$ cat src/rtl/mux_scan_sequencer.sv
// rtl/mux_scan_sequencer.sv - walks an external mux select through every slot and gathers the samples into one frame
module mux_scan_sequencer #(
    parameter int WIDTH  = 4,
    parameter int SWIDTH = 4,
    parameter int HOLD   = 1
) (
    input  logic                         clk,
    input  logic                         rst,
    input  logic                         start,
    input  logic                         abort,
    input  logic [WIDTH-1:0]             din,
    output logic [SWIDTH-1:0]            sel,
    output logic                         busy,
    output logic                         done,
    output logic [WIDTH*(1<<SWIDTH)-1:0] frame
);

    localparam int N  = 1 << SWIDTH;
    localparam int FW = WIDTH * N;
    localparam logic [SWIDTH-1:0] LAST_SEL  = SWIDTH'(N - 1);
    localparam logic [3:0]        HOLD_LAST = 4'(HOLD - 1);

    typedef enum logic [1:0] {IDLE, SCAN, DONE} state_t;

    state_t            state, state_n;
    logic [SWIDTH-1:0] sel_n;
    logic [3:0]        hold_cnt, hold_n;
    logic              busy_n, done_n;
    logic [FW-1:0]     shadow, shadow_n, frame_n;

    always_ff @(posedge clk or posedge rst) begin
        if (rst) begin
            state    <= IDLE;
            sel      <= '0;
            hold_cnt <= '0;
            busy     <= 1'b0;
            done     <= 1'b0;
            shadow   <= '0;
            frame    <= '0;
        end else begin
            state    <= state_n;
            sel      <= sel_n;
            hold_cnt <= hold_n;
            busy     <= busy_n;
            done     <= done_n;
            shadow   <= shadow_n;
            frame    <= frame_n;
        end
    end

    always_comb begin
        state_n  = state;
        sel_n    = sel;
        hold_n   = hold_cnt;
        busy_n   = busy;
        done_n   = 1'b0;
        shadow_n = shadow;
        frame_n  = frame;
        case (state)
            IDLE, DONE: begin
                sel_n   = '0;
                hold_n  = '0;
                busy_n  = 1'b0;
                state_n = IDLE;
                if (start && !abort) begin
                    state_n = SCAN;
                    busy_n  = 1'b1;
                end
            end
            SCAN: begin
                // abort wins even over the final sample on the same edge
                if (abort) begin
                    state_n = IDLE;
                    busy_n  = 1'b0;
                    sel_n   = '0;
                    hold_n  = '0;
                end else if (hold_cnt == HOLD_LAST) begin
                    shadow_n[int'(sel)*WIDTH +: WIDTH] = din;
                    hold_n = '0;
                    if (sel == LAST_SEL) begin
                        state_n = DONE;
                        frame_n = shadow_n;
                        done_n  = 1'b1;
                        busy_n  = 1'b0;
                        sel_n   = '0;
                    end else begin
                        sel_n = sel + 1'b1;
                    end
                end else begin
                    hold_n = hold_cnt + 4'd1;
                end
            end
            default: state_n = IDLE;
        endcase
    end

endmodule
$ cat config.mk
export PLATFORM = sky130hd
export DESIGN_NAME = mux_scan_sequencer
export DESIGN_NICKNAME = d
export VERILOG_FILES = /design/src/rtl/mux_scan_sequencer.sv
export SDC_FILE = /design/constraint.sdc
export NUM_CORES = 1
export LEC_CHECK = 0
export ABC_AREA = 1
export BUFFER_PORTS_ARGS = -buffer_cell sky130_fd_sc_hd__buf_4
export CORE_UTILIZATION = 45
export CTS_BUF_LIST = sky130_fd_sc_hd__clkbuf_2 sky130_fd_sc_hd__clkbuf_4 sky130_fd_sc_hd__clkbuf_8
export DETAILED_ROUTE_END_ITERATION = 10
export GPL_TIMING_DRIVEN = 0
export PLACE_DENSITY = 0.7
export SYNTH_ARGS = -nofsm -noshare
export SYNTH_HDL_FRONTEND = slang
export SYNTH_SLANG_ARGS = --single-unit
$ cat constraint.sdc
create_clock -name clk -period 6.7 [get_ports clk]
set_input_delay 1.34 -clock clk [delete_from_list [all_inputs] [get_ports clk]]
set_output_delay 1.34 -clock clk [all_outputs]
set_load 0.02 [all_outputs]
==> results.py <==
metrics = {
    "run_status": {
        "status": "completed",
    },
    "global_route": {
        "grtUsageTotal_pct": 22.6,
        "grt_pass1_wl_um": 25600,
        "antenna_found_initial": 0,
        "globalRouteOverflowTotal": 0,
        "grt_pass1_vias": 5160,
        "grt_start_max_net_pins": 80,
    },
    "logic_synthesis": {
        "ys_top_cells_by_area": "dfrtp_1 (54%), nand2_1 (14%), o21ai_1 (6.1%), nand3_1 (4.9%), o21ai_0 (4.4%)",
        "synth-seq-area-share_pct": 54.2,
        "synth_edf_count": 0,
        "synthAdderAreaFrac_pct": 1.55,
        "synth_warnings": 0,
        "synthFlopType": "dfrtp_1",
        "muxShareOfSynthArea_pct": 0,
        "synthArstFlopShare_pct": 100,
        "synth_top_cell_area_share_pct": 54.2,
        "syn_area_mm2": 0.00647,
        "yosys.area_share.simple_pct": 24.9,
        "synth_compound_gate_area_share_pct": 13.5,
        "synth_top_area_cell": "dfrtp_1",
        "synthDistinctLibCells": 33,
        "synth_top_family_by_area": "simple AND/OR/NAND/NOR gates",
        "ys_ff_latch": 140,
        "syn_nets": 751,
        "synth-xor-area-share_pct": 0.638,
        "avgSynthCellArea_um2": 8.80,
        "synth_cells": 735,
    },
    "clock_tree": {
        "htreeDepth": 4,
        "clkLatencyLatePin_ns": 0.45,
        "hold_buffers": 0,
        "clock-sinks": 140,
        "post_cts_resized": 0,
        "clockRootBuffer": "clkbuf_8",
        "tritoncts": "done",
        "clockBufferDepth": 2,
        "clk_pin_slew_ns": 0.07,
        "cts_buffers": 17,
        "postCtsSetupBuffers": 0,
    },
    "pwr": {
        "ir_worst_vdd_v": 0.000181,
        "power_mw": 2.05,
        "powerDensity_mw_per_mm2": 265,
        "leakage_nw": 3.67,
    },
    "sta": {
        "post-route-min-period_ns": 2.49,
        "finalHoldViolCount": 0,
        "setup_viol": 0,
        "drv_slew": 0,
        "fmax_mhz": 401,
        "setup_ws_ns": 4.21,
        "tightest_slew_ns": 0.580,
        "fin_crit_sh_pct": 37.2,
        "rsz0062_at_grt": "no",
        "timing.slew.headroom_pct": 61.3,
        "skew_ns": 0.0129,
    },
    "die": {
        "initial_core_util_pct": 46.4,
        "die_h_um": 122,
        "num_io_pins": 78,
        "die_area_mm2": 0.0149,
        "die_x_um": 122,
        "coreArea_mm2": 0.0139,
        "num_rows": 43,
    },
    "layout": {
        "mostFrequentLayoutCells": "nand2_1 (241), dfrtp_1 (140), buf_4 (79), o21ai_1 (79), nand3_1 (63)",
        "num-nets-final": 848,
        "diodes": 0,
        "fill_cells": 1289,
        "drive_above_1_share_pct": 20.9,
        "final_common_cell": "nand2_1",
        "areaGrowthSynthToFinish_pct": 19.6,
    },
    "placed_design": {
        "port_buffers": 77,
        "dp_worst_setup_slack_ns": 3.76,
        "place_congestion": 0.826,
        "hpwl_um": 10900,
    },
    "flow_run": {
        "maxCapViolations": 0,
    },
    "routing": {
        "via_per_inst": 5.20,
        "avgRoutedWirePerCell_um": 15.0,
        "first_pass_iters": 5,
        "via_count": 5333,
        "antenna_left": 0,
        "drt_wl_total_um": 15400,
        "drcViolationCount": 0,
        "dr.first_iter.drc_count": 357,
    },
    "setup_path": {
        "cp-start-kind": "primary input",
        "r2r_cells": 11,
        "ff2ff_setup_slack_ns": 4.26,
        "rr_startpoint": "sel[0]",
        "crit_required_ns": 7.01,
        "cp_data_arrival_time_ns": 2.80,
        "critPathCaptureType": "flip-flop",
        "critPathKind": "primary input to flip-flop",
        "worstPathMaxFanout": 10,
        "r2r-end": "frame[17]",
    },
    "min_path": {
        "hold_path_class": "flip-flop to flip-flop",
        "hold_path_depth": 2,
        "hold_start": "frame[16]",
        "min_to": "frame[16]",
    },
}
==> synthesized netlist by cell type, types with 2 or more instances <==
library cell	n
buf_1	2
o21ai_2	16
nor3_1	6
nand2_2	4
inv_2	5
o211ai_1	3
buf_2	12
nor2_4	9
o22ai_1	2
nand2_1	241
dfrtp_1	140
nor2_1	11
inv_1	39
nor3_4	4
nand3_1	63
o21ai_1	79
o21ai_0	57
clkbuf_1	13
nor2_8	3
buf_4	2
buf_6	4
a21oi_1	2
ha_1	8
==> state kept, by name, summed over array words and instances (netlist names) <==
name,count
done,1
shadow,64
hold_cnt,4
state,2
sel,4
busy,1
frame,64
==> power by group <==
group	internal, mW	switching [mW]
Combinational	0.106	0.266
Sequential	0.907	0.0340
Clock	0.411	0.322
==> per-layer routing <==
metal / GRT usage, % / vias to the layer above / routed length [µm]
met4: 9.95 / 0 / 402
met1: 31.1 / 2534 / 7080
met3: 4.49 / 27 / 774
met5: 0 / - / 0
met2: 34.5 / 148 / 7120
li1: - / 2624 / -
==> worst max path at each step <==
| stage | slack (ns) | start | end |
|---|---|---|---|
| 2_1_floorplan | 1.61 | rst | busy |
| 3_3_place_gp | -0.05 | rst | frame[27] |
| 3_5_place_dp | 3.76 | abort | frame[45] |
| 4_1_cts | 4.21 | sel[1] | sel[1] |
| 5_1_grt | 4.08 | sel[0] | shadow[19] |
| 6_report | 4.21 | abort | frame[46] |
==> worst max-delay path, stage by stage <==
cell	delay, ns
buf_4	0.13
nor3_4	0.27
inv_2	0.05
nor2_2	0.13
inv_2	0.08
nor2_8	0.16
inv_2	0.11
buf_6	0.18
buf_2	0.19
nand2_1	0.08
o21ai_1	0.07
==> layout make-up <==
class | count | area (µm²) | area share, %
tap | 180 | 225 | 2.91
clock inverter | 10 | 136 | 1.76
buffer | 33 | 176 | 2.28
inverter | 44 | 170 | 2.20
timing repair buffer | 78 | 606 | 7.83
multi-input combinational | 518 | 2620 | 33.9
sequential | 140 | 3500 | 45.3
clock buffer | 22 | 297 | 3.83
==> kinds of logic (layout without fill, tap and decap cells) <==
group           count (synthesis)  after routing
flops                         140            140
xor+xnor                        3              3
fa+ha+maj                       8              8
simple gates                  347            347
buf+inv                        77            187
compound gates                160            160
==> metrics by stage <==
stage	TNS [ns]	instances	instance area (µm²)	hold WS, ns	utilization (%)
CTS	0	1025	7740	0.487	55.5
global placement	-5.54	992	7270	0.460	52.2
detailed placement	0	993	7300	0.467	52.4
finish	0	1025	7740	0.480	55.5
floorplan	0	735	6470	0.448	-
global route	0	1025	7740	0.511	55.5
No activity file was read; power rests on OpenSTA's default activity.
